==> src/rtl/rro_pkg.sv <==
// Shared constants and types for the SFU range-reduction operator.
// Holds binary32 field geometry, special result codes and the operand class enum.
package rro_pkg;

  localparam int F32_BIAS  = 127;
  localparam int F32_EXP_W = 8;
  localparam int F32_MAN_W = 23;

  localparam logic [7:0] CODE_POSINF = 8'h0F;
  localparam logic [7:0] CODE_ZERO   = 8'hF0;
  localparam logic [7:0] CODE_ONE    = 8'h00;
  localparam logic [7:0] CODE_NAN    = 8'hFF;
  localparam logic [7:0] CODE_NEGINF = 8'h3C;

  typedef enum logic [2:0] {
    NORMAL   = 3'd0,
    ZERO_SUB = 3'd1,
    POS_INF  = 3'd2,
    NEG_INF  = 3'd3,
    NAN      = 3'd4
  } rro_cls_e;

endpackage

==> src/rtl/rro_classify.sv <==
// Combinational binary32 classifier shared by the SFU front ends.
// Zero and subnormal share one class; infinities are split by sign.
module rro_classify
  import rro_pkg::*;
(
  input  logic [31:0] i_data,
  output rro_cls_e    o_cls
);

  logic [F32_EXP_W-1:0] w_exp;
  logic [F32_MAN_W-1:0] w_man;
  logic                 w_sgn;

  assign w_exp = i_data[F32_MAN_W +: F32_EXP_W];
  assign w_man = i_data[F32_MAN_W-1:0];
  assign w_sgn = i_data[31];

  always_comb begin
    o_cls = NORMAL;
    if (w_exp == '0)
      o_cls = ZERO_SUB;
    else if (w_exp == '1)
      o_cls = (w_man != '0) ? NAN : (w_sgn ? NEG_INF : POS_INF);
  end

endmodule

==> src/rtl/rro_pipe.sv <==
// Two-stage range-reduction operator: exp2 fixed-point reduction or log2 split.
// Stage 1 classifies and shifts, stage 2 negates and muxes specials.
module rro_pipe
  import rro_pkg::*;
#(
  parameter  int INT_W = 8,
  parameter  int TAG_W = 4,
  localparam int OUT_W = INT_W + 24
) (
  input  logic             clk,
  input  logic             rst_n,
  input  logic             in_valid,
  output logic             in_ready,
  input  logic [31:0]      in_data,
  input  logic             in_mode,
  input  logic [TAG_W-1:0] in_tag,
  output logic             out_valid,
  input  logic             out_ready,
  output logic [OUT_W-1:0] out_result,
  output logic             out_mode,
  output logic [TAG_W-1:0] out_tag
);

  localparam int TH    = F32_BIAS + INT_W - 2;
  localparam int PAY_W = OUT_W - 1;
  localparam int LOW_W = OUT_W - 9;

  logic [2:1] r_vld_pipe;
  logic       w_rdy1, w_rdy2;

  assign w_rdy2   = !r_vld_pipe[2] || out_ready;
  assign w_rdy1   = !r_vld_pipe[1] || w_rdy2;
  assign in_ready = w_rdy1;

  logic [F32_EXP_W-1:0] w_exp;
  logic [F32_MAN_W-1:0] w_man;
  logic                 w_sgn;
  rro_cls_e             w_cls;
  logic                 w_ovf;
  logic [8:0]           w_sh;
  logic [INT_W-1:0]     w_unb;
  logic [PAY_W-1:0]     w_fix, w_shifted, w_lpay;

  assign w_exp = in_data[F32_MAN_W +: F32_EXP_W];
  assign w_man = in_data[F32_MAN_W-1:0];
  assign w_sgn = in_data[31];

  rro_classify u_cls (
    .i_data (in_data),
    .o_cls  (w_cls)
  );

  // Fixed point with 23 fraction bits; leading one sits at weight 2^(INT_W-2) before shifting.
  assign w_ovf     = {1'b0, w_exp} > 9'(TH);
  assign w_sh      = 9'(TH) - {1'b0, w_exp};
  assign w_fix     = {2'b01, w_man, {(INT_W-2){1'b0}}};
  assign w_shifted = (w_sh >= 9'(OUT_W)) ? '0 : (w_fix >> w_sh);
  assign w_unb     = INT_W'({1'b0, w_exp}) - INT_W'(F32_BIAS);
  assign w_lpay    = {w_unb, w_man};

  rro_cls_e             r1_cls;
  logic                 r1_sgn, r1_ovf, r1_mode;
  logic [TAG_W-1:0]     r1_tag;
  logic [F32_MAN_W-1:0] r1_man;
  logic [PAY_W-1:0]     r1_mag;

  logic [OUT_W-1:0]     r2_res;
  logic                 r2_mode;
  logic [TAG_W-1:0]     r2_tag;

  logic [PAY_W-1:0]     w_neg, w_pay;
  logic                 w_spec;
  logic [7:0]           w_code;
  logic [F32_MAN_W-1:0] w_nan_man;
  logic [OUT_W-1:0]     w_res;

  assign w_neg = -r1_mag;

  always_comb begin
    w_spec    = 1'b0;
    w_code    = CODE_ONE;
    w_nan_man = '0;
    w_pay     = r1_mag;
    if (!r1_mode) begin
      case (r1_cls)
        POS_INF:  begin w_spec = 1'b1; w_code = CODE_POSINF; end
        NEG_INF:  begin w_spec = 1'b1; w_code = CODE_ZERO;   end
        NAN:      begin w_spec = 1'b1; w_code = CODE_NAN; w_nan_man = r1_man; end
        ZERO_SUB: begin w_spec = 1'b1; w_code = CODE_ONE;    end
        default: begin
          if (r1_ovf) begin
            w_spec = 1'b1;
            w_code = r1_sgn ? CODE_ZERO : CODE_POSINF;
          end else if (r1_sgn) begin
            w_pay = w_neg;
          end
        end
      endcase
    end else begin
      if (r1_cls == NAN) begin
        w_spec = 1'b1; w_code = CODE_NAN; w_nan_man = r1_man;
      end else if (r1_sgn && (r1_cls != ZERO_SUB || r1_man != '0)) begin
        // Negative operands yield a NaN code with an empty payload.
        w_spec = 1'b1; w_code = CODE_NAN;
      end else if (r1_cls == ZERO_SUB) begin
        w_spec = 1'b1; w_code = CODE_NEGINF;
      end else if (r1_cls == POS_INF) begin
        w_spec = 1'b1; w_code = CODE_POSINF;
      end
    end
  end

  assign w_res = w_spec ? {1'b1, w_code, LOW_W'(w_nan_man)} : {1'b0, w_pay};

  always_ff @(posedge clk or negedge rst_n) begin
    if (!rst_n) begin
      r_vld_pipe <= '0;
      r1_cls     <= NORMAL;
      r1_sgn     <= 1'b0;
      r1_ovf     <= 1'b0;
      r1_mode    <= 1'b0;
      r1_tag     <= '0;
      r1_man     <= '0;
      r1_mag     <= '0;
      r2_res     <= '0;
      r2_mode    <= 1'b0;
      r2_tag     <= '0;
    end else begin
      if (w_rdy1) r_vld_pipe[1] <= in_valid;
      if (w_rdy2) r_vld_pipe[2] <= r_vld_pipe[1];
      if (w_rdy1 && in_valid) begin
        r1_cls  <= w_cls;
        r1_sgn  <= w_sgn;
        r1_ovf  <= w_ovf;
        r1_mode <= in_mode;
        r1_tag  <= in_tag;
        r1_man  <= w_man;
        r1_mag  <= in_mode ? w_lpay : w_shifted;
      end
      if (w_rdy2 && r_vld_pipe[1]) begin
        r2_res  <= w_res;
        r2_mode <= r1_mode;
        r2_tag  <= r1_tag;
      end
    end
  end

  assign out_valid  = r_vld_pipe[2];
  assign out_result = r2_res;
  assign out_mode   = r2_mode;
  assign out_tag    = r2_tag;

endmodule
==> config.mk <==
export PLATFORM = sky130hd
export DESIGN_NAME = rro_pipe
export DESIGN_NICKNAME = d
export VERILOG_FILES = /design/src/rtl/rro_pkg.sv /design/src/rtl/rro_classify.sv /design/src/rtl/rro_pipe.sv
export SDC_FILE = /design/constraint.sdc
export NUM_CORES = 1
export LEC_CHECK = 0
export ABC_AREA = 0
export ABC_CLOCK_PERIOD_IN_PS = 4350
export CAP_MARGIN = 20
export CORE_MARGIN = 2
export CORE_UTILIZATION = 62
export CTS_CLUSTER_DIAMETER = 40
export DETAILED_ROUTE_END_ITERATION = 8
export HOLD_SLACK_MARGIN = 0.1
export PLACE_DENSITY = 0.86
export SETUP_SLACK_MARGIN = 0.2
export SLEW_MARGIN = 20
export SYNTH_ARGS = -nofsm -noshare
export SYNTH_HDL_FRONTEND = slang
export SYNTH_HIERARCHICAL = 1
export SYNTH_SLANG_ARGS = --single-unit
==> constraint.sdc <==
create_clock -name clk -period 4.35 [get_ports clk]
set_clock_uncertainty 0.2 [all_clocks]
set_input_delay 0.435 -clock clk [delete_from_list [all_inputs] [get_ports clk]]
set_output_delay 0.435 -clock clk [all_outputs]
set_load 0.05 [all_outputs]
Word-level counts from Yosys, hierarchy flattened --
Cells that the tools add are included. W data, S select, Z words.
Operators by class: muxes and demuxes 27, $add $sub $neg 3, eq/ne operators 6, reduce and logical (&&, ||, !) cells 12, magnitude comparators 2, shift operators 1
Operators with widths (number):
- $mux W31 | 6
- $reduce_bool A23 Y1 | 2
- $mux W8 | 5
- $mux W32 | 1
- $pmux W8 S4 | 1
- $neg A31 Y31 | 1
- $shr A30 B9 Y31 | 1
- $mux W23 | 1
- $ge A9 B6 Y1 const B | 1
- $mux W3 | 3
- $sub A8 B8 Y9 const A | 1
- $eq A8 B8 Y1 const B | 1
- $gt A8 B8 Y1 const B | 1
- $logic_not A8 Y1 | 1
- $mux W1 | 8
- $sub A8 B7 Y8 const B | 1
- $eq A3 B2 Y1 const B | 2
- $mux W6 | 1
- $mux W4 | 1
- $reduce_or A4 Y1 | 1
- $eq A3 B1 Y1 const B | 1
- $eq A3 B3 Y1 const B | 1
- $logic_and A1 B1 Y1 | 3
- $logic_or A1 B1 Y1 | 3
- other kinds (2) | 3
Word-level totals: logic and storage cells 63, input port bits 41, bits in registers 103

Logic depth before layout (Yosys ltp) --
Gate-level depths: netlist of run 1.
word-level depth 7, depth in mapped cells 12, gate-level depth less buffers 8

Hierarchy --
The synthesis of run 1 kept the hierarchy.
By module, submodules not included:
- rro_pipe | area an instance 6989.2 sq um, sequential area each 2577.5 sq um, cells each 836, instances 1
- rro_classify | area an instance 148.9 sq um, sequential area each 0.0 sq um, cells each 19, instances 1

Worst setup path after synthesis of run 1 --
No wires, ideal clock.
kind input to register, start input in_data[24], end register r1_mag[3], stages on the path 12, setup slack 1.048 ns, data required time 4.055 ns, path buffers 5, data arrival time 3.007 ns, path through inv_2 > buf_1 > buf_2 > ha_1 > clkbuf_1 > inv_1 > buf_1 > clkbuf_1 > nand2_1 > mux2i_1 > nor2_1 > o31ai_1
Between the ends: longest elaborated chain between the ends 4, elaborated cells between the ends (all ways) 5
Ends and longest elaborated chain:
- from (decl) | RTL line rro_pipe.sv:14 | input logic [31:0] in_data,
- $sub A8 B8 Y9 * | RTL line rro_pipe.sv:55 | assign w_sh = 9'(TH) - {1'b0, w_exp};
- $shr A30 B9 Y31 / $ge A9 B6 Y1 (equally long branches) | RTL line rro_pipe.sv:57 | assign w_shifted = (w_sh >= 9'(OUT_W)) ? '0 : (w_fix >> w_sh);
- $mux W31 * | RTL line rro_pipe.sv:57
- $mux W31 * | RTL line rro_pipe.sv:138 | r1_mag <= in_mode ? w_lpay : w_shifted;
- to (signal assigned) | RTL line rro_pipe.sv:138
- to (decl) | RTL line rro_pipe.sv:65 | logic [PAY_W-1:0] r1_mag;
Every way passes the cells marked *; elsewhere a longest branch is shown, timed or not. A chain may end at the register's enable or synchronous reset.

Worst setup path in the final report of run 1 --
start input in_data[25], end register r1_mag[11]
Same word-level chain as after synthesis.

==> reports/metrics.csv, run 1 <==
stage,metric,value,unit
cts,TritonCTS clock tree,yes,
min_path,Hold Crit Start,out_tag[2],
place,GP Congestion,1.03,
yosys,Mapped Avg Cell Area,8.35,um^2
job,max_cap viols,0,
critical_path,CP startpoint kind,primary input,
die,chip width,111,um
yosys,"EDFF count, synth",0,
grt,vias in the first global route,7083,
cts,"Reg clk slew, reported paths",0.07,ns
grt,GR Util All Layers,0.398,
run_status,status,"finished, final reports clean",
pwr,Static Leak,3.56,nW
pwr,Seq pwr share,0.361,
layout,area of the multi-input gates,4290,um^2
pwr,internal power,2.12,mW
pwr,Clk pwr share,0.248,
yosys,"Seq/Total Area, Yosys",0.361,
cts,Clock Path Buffers,2,
min_path,HP Class,reg2reg,
critical_path,CP required,4.45,ns
critical_path,Reg2Reg Depth,7,
layout,Layout Nets,950,
cts,"Clk Latency, worst-skew pair",0.35,ns
yosys,area share of the leading cell type in the synthesized netlist,0.361,
cts,Clock Tree Root,clkbuf_16,
place,Post-Place Setup Slack,0.742,ns
timing,fin worst setup slack,1.03,ns
detailed_routing,initial DRC count,1050,
yosys,largest cells by area after synthesis,"dfrtp_1 (36%), nand2_1 (9.4%), nor2_1 (5.6%), mux2i_1 (5.2%), a221oi_1 (3.6%)",
detailed_routing,post-route ant nets,0,
pwr,Design Power,3.55,mW
timing,measured slew at the worst slew-check pin,1.02,ns
place,port bufs,79,
yosys,Main synth FF type,dfrtp_1,
die,DIE AREA,12400,um^2
timing,Max Clock Freq,301,MHz
critical_path,critical path class,in2reg,
cts,Inserted Clock Buffers,9,
detailed_routing,detailed-router iteration count before antenna repair,7,
cts,CTS H-tree depth,3,
timing,Worst slew margin,0.319,
yosys,Synth Register Bits,103,
yosys,asr flop ratio synth,1.00,
timing,# setup viols final,0,
cts,post-CTS setup buffers,0,
detailed_routing,Routed WL,24600,um
die,row count,39,
timing,Final Hold Fails,0,
die,Core Region,11300,um^2
critical_path,CP max FO,13,
timing,Max Slew Vio Count,0,
layout,filler instances,825,
grt,pin count of the biggest net entering global routing,81,
cts,CTS resizes,0,
grt,GRT overflow,0,
timing,Tmin final,3.32,ns
yosys,Yosys Warn Count,6,
critical_path,Crit Reg-Reg Endpoint,out_result[0],
detailed_routing,DR WL/cell,23.4,um
yosys,Netlist cell types,73,
pwr,power per standard cell area,425,nW/um^2
min_path,Worst Hold End,out_tag[2],
yosys,most frequent cells after synthesis,"nand2_1 (178), nor2_1 (106), dfrtp_1 (103)",
grt,initial antenna violation count,0,
critical_path,Reg-to-Reg Start,r1_man[6],
timing,Final Cycle Share,0.763,
min_path,hold path depth,2,
critical_path,Worst Path Arrival,3.42,ns
cts,CTS Hold Buffers Added,1,
detailed_routing,via count,7406,
die,Die Height,111,um
detailed_routing,DRC viols,0,
layout,area delta synth->final,17.0,%
cts,Sink Count,103,
timing,RSZ-0062 raised after global routing,false,
yosys,Synth area leader,dfrtp_1,
yosys,Post-Syn Nets,901,
yosys,"count leader, synth",nand2_1,
pwr,Sw Share,0.403,
detailed_routing,number of vias per cell,7.04,
layout,share of layout cells above drive strength 1,0.0803,
timing,setup TNS,0,ns
die,Initial Util,0.631,
die,I/O Pins,80,
pwr,Net Switching,1.43,mW
layout,antenna cell count,0,
critical_path,CP Capture Type,flip-flop,
yosys,Synth Instances,855,
grt,first-pass GRT wire length,38900,um
layout,sequential cell area,2580,um^2
place,dpl hpwl,17600,um
pwr,Max VDD drop,0.443,mV
pwr,Combinational Power Share,0.391,
yosys,cell area after synthesis,7140,um^2
critical_path,Reg2Reg Setup Slack,1.39,ns
[cell type report]
cell class                 count  area share
clock buffer                  11      0.0291
inverter                      10     0.00450
clock inverter                 5     0.00974
tap                          143      0.0214
sequential                   103       0.309
multi-input combinational    680       0.514
timing repair buffer         100       0.113
[critical path, stage by stage]
cell	delay, ns
clkdlybuf4s50_1	0.60
ha_1	0.39
or4_1	0.44
a21oi_1	0.35
o211a_2	0.45
nand2_1	0.28
a211oi_1	0.32
a211o_1	0.13
[stage by stage]
stage	instances	hold slack, ns	utilization	instance area [um^2]
floorplan	855	-0.0606	-	7140
global placement	1035	0.250	0.708	8010
detailed placement	1035	0.269	0.708	8010
CTS	1052	0.286	0.737	8350
global route	1052	0.306	0.738	8350
finish	1052	0.288	0.738	8350
[cell usage in the layout, fill, tap and decap left out, drive strengths merged, types with 15 or more instances in the layout]
cell type	count
a221oi	30
clkdlybuf4s50	77
a31oi	15
xnor2	25
o21ai	29
buf	22
nor4	18
mux2i	37
a21oi	31
xor2	15
nor2	106
nand2	178
dfrtp	103
nor3	16
o31ai	15
[logic make-up (layout without fill, tap and decap cells)]
| group | count (synthesis) | after routing | share of synthesized area |
|---|---|---|---|
| xor+xnor | 40 | 40 | 0.0491 |
| buf+inv | 72 | 126 | 0.0405 |
| mux | 57 | 57 | 0.0992 |
| compound gates | 185 | 185 | 0.188 |
| simple gates | 393 | 393 | 0.253 |
| fa+ha+maj | 5 | 5 | 0.00876 |
| flops | 103 | 103 | 0.361 |
[flip-flops by register name (all words and copies together) (netlist names)]
register and cells:
out_tag 4, r1_tag 4, r1_cls 3, out_result 32, r1_mode 1, r1_sgn 1, r1_man 23, out_mode 1
r1_ovf 1, r1_mag 31, r_vld_pipe 2
[worst max path at each step]
| stage | depth (start not counted) | end | from |
|---|---|---|---|
| 2_1_floorplan | 12 | r1_mag[3] | in_data[24] |
| 3_3_place_gp | 8 | r1_mag[8] | in_data[25] |
| 3_5_place_dp | 8 | r1_mag[8] | in_data[25] |
| 4_1_cts | 8 | r1_mag[11] | in_data[25] |
| 5_1_grt | 8 | r1_mag[11] | in_data[25] |
| 6_report | 8 | r1_mag[11] | in_data[25] |
[power by group through the flow]
stage	Combinational, mW	Sequential, mW	Clock [mW]
global route	1.47	1.30	0.914
detailed placement	1.36	1.29	0
finish	1.39	1.28	0.880
CTS	1.37	1.27	0.873
global placement	1.33	1.27	0
floorplan	0.592	1.56	0
[metal layers]
metal	global-route usage	part of all wire	up-vias	wire [um]
li1	-	-	3208	-
met1	0.529	0.38	3547	9440
met2	0.634	0.47	538	11500
met3	0.0640	0.095	113	2340
met4	0.202	0.053	0	1300
met5	0	0	-	0
(Power assumes the default switching activity.)
==> inputs of run 2 (changes only) <==
--- a/config.mk
+++ b/config.mk
@@ -6,14 +6,14 @@
 export NUM_CORES = 1
 export LEC_CHECK = 0
 export ABC_AREA = 0
-export ABC_CLOCK_PERIOD_IN_PS = 4350
+export ABC_CLOCK_PERIOD_IN_PS = 2700
 export CAP_MARGIN = 20
 export CORE_MARGIN = 2
-export CORE_UTILIZATION = 62
+export CORE_UTILIZATION = 52
 export CTS_CLUSTER_DIAMETER = 40
 export DETAILED_ROUTE_END_ITERATION = 8
 export HOLD_SLACK_MARGIN = 0.1
-export PLACE_DENSITY = 0.86
+export PLACE_DENSITY = 0.77
 export SETUP_SLACK_MARGIN = 0.2
 export SLEW_MARGIN = 20
 export SYNTH_ARGS = -nofsm -noshare
==> constraint.sdc (replaced) <==
create_clock -name clk -period 2.7 [get_ports clk]
set_clock_uncertainty 0.2 [all_clocks]
set_input_delay 0.27 -clock clk [delete_from_list [all_inputs] [get_ports clk]]
set_output_delay 0.27 -clock clk [all_outputs]
set_load 0.05 [all_outputs]
==> run 2 against run 1 <==
Net effect:
- worst setup slack lost 0.76 ns
- largest power group unchanged
- register-to-register slack lost 1.1 ns
- global-route usage shrank 6.5 points
- critical endpoint is now out_result[22]
- critical path depth shrank 2
- sequential power grew 59%
==> reports/metrics.csv, run 2 (synthesized netlist as in run 1, its figures left out) <==
stage,metric,value,unit
place,port bufs,79,
layout,max reg flops,32,
place,placed cells,1173,
layout,most frequent cells in the layout,"nand2_1 (177), buf_4 (123), nor2_1 (105)",
place,GP Congestion,1.00,
critical_path,Worst Path Arrival,2.48,ns
critical_path,Reg2Reg Depth,6,
timing,Max Clock Freq,412,MHz
critical_path,CP max FO,7,
timing,Final Cycle Share,0.900,
critical_path,Worst path max stage delay,0.60,ns
critical_path,CP required,2.75,ns
pwr,Max VDD drop,0.306,mV
critical_path,CP Capture Type,flip-flop,
detailed_routing,Routed WL,23900,um
grt,GRT overflow,0,
critical_path,Critical-path top delay cell,or4_4,
die,chip width,121,um
layout,"commonest non-fill, non-tap cell in the layout",nand2_1,
timing,hold slack,0.238,ns
layout,share of layout cells above drive strength 1,0.197,
pwr,power per standard cell area,639,nW/um^2
min_path,Worst Hold End,r1_tag[3],
min_path,hold path depth,3,
cts,CTS H-tree depth,3,
critical_path,critical path class,reg2reg,
die,Core Region,13300,um^2
die,I/O Pins,80,
cts,"Clk Latency, worst-skew pair",0.36,ns
detailed_routing,via count,7451,
timing,RSZ-0062 raised after global routing,false,
cts,Clock Tree Root,clkbuf_16,
job,max_cap viols,0,
critical_path,CP startpoint kind,flip-flop,
detailed_routing,DR WL/cell,20.1,um
run_status,status,"finished, final reports clean",
detailed_routing,post-route ant nets,0,
layout,area delta synth->final,31.6,%
die,row count,42,
timing,Worst slew margin,0.579,
critical_path,Crit Reg-Reg Endpoint,out_result[22],
pwr,Static Leak,4.15,nW
layout,final cell count without fillers,1191,
grt,initial antenna violation count,0,
grt,first-pass GRT wire length,37800,um
timing,Max Slew Vio Count,0,
timing,# setup viols final,0,
critical_path,Reg-to-Reg Start,r1_mag[18],
die,Die Height,121,um
detailed_routing,number of vias per cell,6.26,
layout,antenna cell count,0,
pwr,Design Power,6.00,mW
critical_path,Reg2Reg Setup Slack,0.27,ns
detailed_routing,detailed-router iteration count before antenna repair,5,
timing,Tmin final,2.43,ns
cts,Clock Path Buffers,2,
layout,Layout Nets,1056,
cts,"Reg clk slew, reported paths",0.07,ns
grt,vias in the first global route,6832,
timing,measured slew at the worst slew-check pin,0.614,ns
cts,Inserted Clock Buffers,9,
cts,TritonCTS clock tree,yes,
grt,pin count of the biggest net entering global routing,53,
critical_path,most frequent CP cell,or4_4,
detailed_routing,initial DRC count,755,
die,DIE AREA,14700,um^2
die,Initial Util,0.535,
detailed_routing,DRC viols,0,
min_path,Hold Crit Start,in_tag[3],
min_path,HP Class,in2reg,
cts,Sink Count,103,
place,dpl hpwl,18100,um
timing,Final Hold Fails,0,
grt,GR Util All Layers,0.333,
critical_path,cell breakdown of the critical path,or4_4 -> or4_4 -> o31ai_4 -> xnor2_1 -> a221oi_2 -> nor2_1,
## run 2: cell type report
class,count,area (um^2)
timing repair buffer,206,1790
clock buffer,10,239
clock inverter,6,115
fill,1078,3960
tap,176,220
sequential,103,2580
inverter,10,40.0
multi-input combinational,680,4410
## run 2: how the worst max path moves through the flow
stage	slack (ns)	to	depth (start not counted)	start
floorplan	0.24	r1_mag[17]	11	in_data[24]
global placement	-0.26	r1_mag[5]	10	in_data[24]
detailed placement	-0.23	r1_mag[5]	10	in_data[24]
CTS	0.20	r1_mag[16]	9	in_data[25]
global route	0.19	r1_mag[8]	8	in_data[26]
finish	0.27	out_result[22]	6	r1_mag[18]
## run 2: power by group
part           total (mW)  switching, mW  internal, mW
Clock                1.52          0.581         0.936
Combinational        2.45           1.49         0.952
Sequential           2.04          0.231          1.80
Total                6.00           2.31          3.69
## run 2: worst max-delay path, delay by kind of cell (launching register included)
kind,cells,cell delay [ns]
compound gates,2,0.45
flops,1,0.41
xor+xnor,1,0.16
simple gates,3,1.10
## run 2: layer usage
layer,part of all wire,global-route usage
met1,0.42,0.465
met2,0.47,0.521
met3,0.072,0.0404
met4,0.037,0.149
met5,0,0
## run 2: timing repair
item                                    4_1_cts  5_1_grt
setup buffers                                 0        1
resized for setup                             6       20
endpoints found under the setup margin       16       41
endpoints found under the hold margin        41        0
hold buffers                                  1        0
cloned                                        0        0
pin swaps                                     0        4
## run 2: per-stage QoR
stage	worst slack, ns	cell area (um^2)	setup TNS (ns)	utilization
3_5_place_dp	-0.227	8890	-3.92	0.666
3_3_place_gp	-0.262	8890	-3.31	0.666
5_1_grt	0.190	9390	0	0.704
4_1_cts	0.204	9290	0	0.696
6_report	0.270	9390	0	0.704
2_1_floorplan	0.240	7160	0	-
==> inputs of run 3 (changes only) <==
--- a/config.mk
+++ b/config.mk
@@ -18,5 +18,4 @@
 export SLEW_MARGIN = 20
 export SYNTH_ARGS = -nofsm -noshare
 export SYNTH_HDL_FRONTEND = slang
-export SYNTH_HIERARCHICAL = 1
 export SYNTH_SLANG_ARGS = --single-unit
==> run 3 against run 2 <==
Net effect:
- die area shrank 2.9%
- non-clock buffer count shrank 44
- combinational power shrank 4%
- maximum frequency shrank 1.7%
- register-to-register slack lost 0.04 ns
- worst setup slack lost 0.042 ns
- critical path depth grew 2
- clock power shrank 7%
- cell area shrank 5.4%
- sequential power is essentially flat
- critical endpoint is now out_result[7]
- largest power group unchanged
==> reports/metrics.csv, run 3 <==
stage,metric,value,unit
cts,"Clk Latency, worst-skew pair",0.36,ns
place,dpl hpwl,17000,um
min_path,HP Class,in2async,
timing,Final Cycle Share,0.915,
critical_path,Worst Path Arrival,2.51,ns
job,max_cap viols,0,
grt,pin count of the biggest net entering global routing,39,
pwr,Seq pwr share,0.356,
layout,antenna cell count,0,
cts,Sink Count,103,
critical_path,CP max FO,15,
pwr,Design Power,5.83,mW
cts,TritonCTS clock tree,yes,
timing,Worst slew margin,0.603,
yosys,"count leader, synth",nand2_1,
detailed_routing,Routed WL,23200,um
timing,Max Slew Vio Count,0,
yosys,most frequent cells after synthesis,"nand2_1 (164), nor2_1 (116), dfrtp_1 (103)",
yosys,largest cells by area after synthesis,"dfrtp_1 (37%), nand2_1 (8.9%), nor2_1 (6.3%), mux4_2 (5.2%), xnor2_1 (4.3%)",
timing,Max Clock Freq,405,MHz
die,Initial Util,0.527,
place,Post-Place Setup Slack,-0.160,ns
timing,measured slew at the worst slew-check pin,0.593,ns
pwr,Combinational Power Share,0.401,
timing,fin worst setup slack,0.229,ns
cts,Clock Tree Root,clkbuf_16,
grt,initial antenna violation count,0,
critical_path,cell breakdown of the critical path,or3_4 -> a2111oi_4 -> buf_4 -> clkbuf_16 -> o21ai_0 -> xnor2_1 -> a221oi_2 -> nor2_1,
critical_path,Buf/Inv on CP,2,
grt,GRT overflow,0,
layout,share of layout cells above drive strength 1,0.182,
die,DIE AREA,14200,um^2
place,GP Congestion,0.945,
layout,most frequent cells in the layout,"nand2_1 (163), nor2_1 (116), dfrtp_1 (101)",
detailed_routing,post-route ant nets,0,
yosys,cell area after synthesis,6920,um^2
timing,Final Hold Fails,0,
die,Core Region,13100,um^2
cts,CTS H-tree depth,3,
yosys,Synth Instances,816,
cts,"Reg clk slew, reported paths",0.08,ns
layout,area delta synth->final,28.3,%
timing,hold slack,0.216,ns
place,port bufs,79,
grt,first-pass GRT wire length,36000,um
layout,Layout Nets,978,
detailed_routing,detailed-router iteration count before antenna repair,5,
timing,RSZ-0062 raised after global routing,true,
layout,final cell count without fillers,1112,
detailed_routing,via count,7002,
yosys,"EDFF count, synth",0,
yosys,Post-Syn Nets,863,
die,I/O Pins,80,
critical_path,critical path class,reg2reg,
cts,Inserted Clock Buffers,9,
die,Die Height,119,um
layout,"commonest non-fill, non-tap cell in the layout",nand2_1,
run_status,status,"finished, final reports clean",
yosys,Yosys Warn Count,0,
yosys,asr flop ratio synth,1.00,
yosys,area share of the leading cell type in the synthesized netlist,0.372,
grt,GR Util All Layers,0.323,
yosys,Netlist cell types,68,
yosys,"Seq/Total Area, Yosys",0.372,
die,chip width,119,um
detailed_routing,DR WL/cell,20.9,um
grt,vias in the first global route,6628,
pwr,Max VDD drop,0.389,mV
pwr,Static Leak,3.77,nW
die,row count,42,
pwr,Net Switching,2.28,mW
pwr,Clk pwr share,0.243,
yosys,Synth area leader,dfrtp_1,
pwr,power per standard cell area,656,nW/um^2
timing,# setup viols final,0,
critical_path,Critical-path top delay cell,dfrtp_2,
yosys,Mapped Avg Cell Area,8.48,um^2
pwr,internal power,3.55,mW
layout,max reg flops,32,
detailed_routing,initial DRC count,874,
yosys,Main synth FF type,dfrtp_1,
pwr,Sw Share,0.392,
critical_path,Worst path max stage delay,0.45,ns
timing,Tmin final,2.47,ns
yosys,Synth Register Bits,103,
detailed_routing,DRC viols,0,
place,placed cells,1089,
critical_path,"delay-heaviest family, CP",compound AO/OA/AOI/OAI gates,
cts,Clock Path Buffers,2,
critical_path,CP startpoint kind,flip-flop,
critical_path,CP required,2.74,ns
critical_path,CP Capture Type,flip-flop,
detailed_routing,number of vias per cell,6.30,
run 3: path summary, 6_finish.rpt:
check	depth (start not counted)	endpoint	slack, ns	from
max	8	out_result[7]	0.23	r1_cls[1]
min	2	r1_mode	0.22	rst_n
max reg2reg	8	out_result[7]	0.23	r1_cls[1]
min reg2reg	2	out_tag[2]	0.28	r1_tag[2]
max in group asynchronous	3	out_result[0]	1.30	rst_n
min in group clk	3	r1_tag[2]	0.26	in_tag[2]
run 3: worst register-to-register path, cell delays in order (launching register included):
cell and delay, ns:
dfrtp_2 0.45, or3_4 0.39, a2111oi_4 0.33, buf_4 0.19
clkbuf_16 0.16, o21ai_0 0.11, xnor2_1 0.16, a221oi_2 0.29
nor2_1 0.07
run 3: through the flow:
| stage | TNS [ns] | instance area (um^2) | util |
|---|---|---|---|
| 2_1_floorplan | 0 | 6920 | - |
| 4_1_cts | 0 | 8690 | 0.662 |
| 3_5_place_dp | -1.15 | 8340 | 0.635 |
| 6_report | 0 | 8880 | 0.676 |
| 3_3_place_gp | -0.516 | 8340 | 0.635 |
| 5_1_grt | 0 | 8880 | 0.676 |
run 3: power groups by stage:
stage          Sequential [mW]  Combinational, mW  Clock [mW]
3_3_place_gp              2.07               2.22           0
5_1_grt                   2.10               2.49        1.49
6_report                  2.07               2.34        1.42
3_5_place_dp              2.09               2.25           0
2_1_floorplan             2.55              0.924           0
4_1_cts                   2.06               2.26        1.41
run 3: area by class of cell:
type / count / area (um^2)
well taps: 176 / 220
inverters: 8 / 30.0
clock inverters: 5 / 81.3
multi-input cells: 647 / 4200
fillers: 1034 / 4260
clock buffers: 11 / 243
flip-flops and latches: 103 / 2580
repair buffers: 162 / 1520
run 3: repair_timing:
action / in CTS / in global routing
endpoints found under the hold margin: 72 / 0
setup endpoints to repair: 3 / 45
hold buffers: 1 / 0
setup buffers: 0 / 5
pin swaps: 0 / 20
gates cloned: 0 / 1
gates resized for setup: 3 / 26
run 3: routing by layer:
layer | routed length (um) | GRT usage
met1 | 10000 | 0.453
met2 | 11000 | 0.523
met3 | 1430 | 0.0273
met4 | 809 | 0.125
met5 | 0 | 0
run 3: cells by family after synthesis:
kind of cell | Yosys count | share of synthesized area
AO/OA/AOI/OAI | 187 | 0.193
multiplexers | 38 | 0.0850
adder cells (fa/ha/maj) | 6 | 0.0108
flip-flops | 103 | 0.372
AND/OR/NAND/NOR | 377 | 0.248
XOR/XNOR | 39 | 0.0494
buffers and inverters | 66 | 0.0409
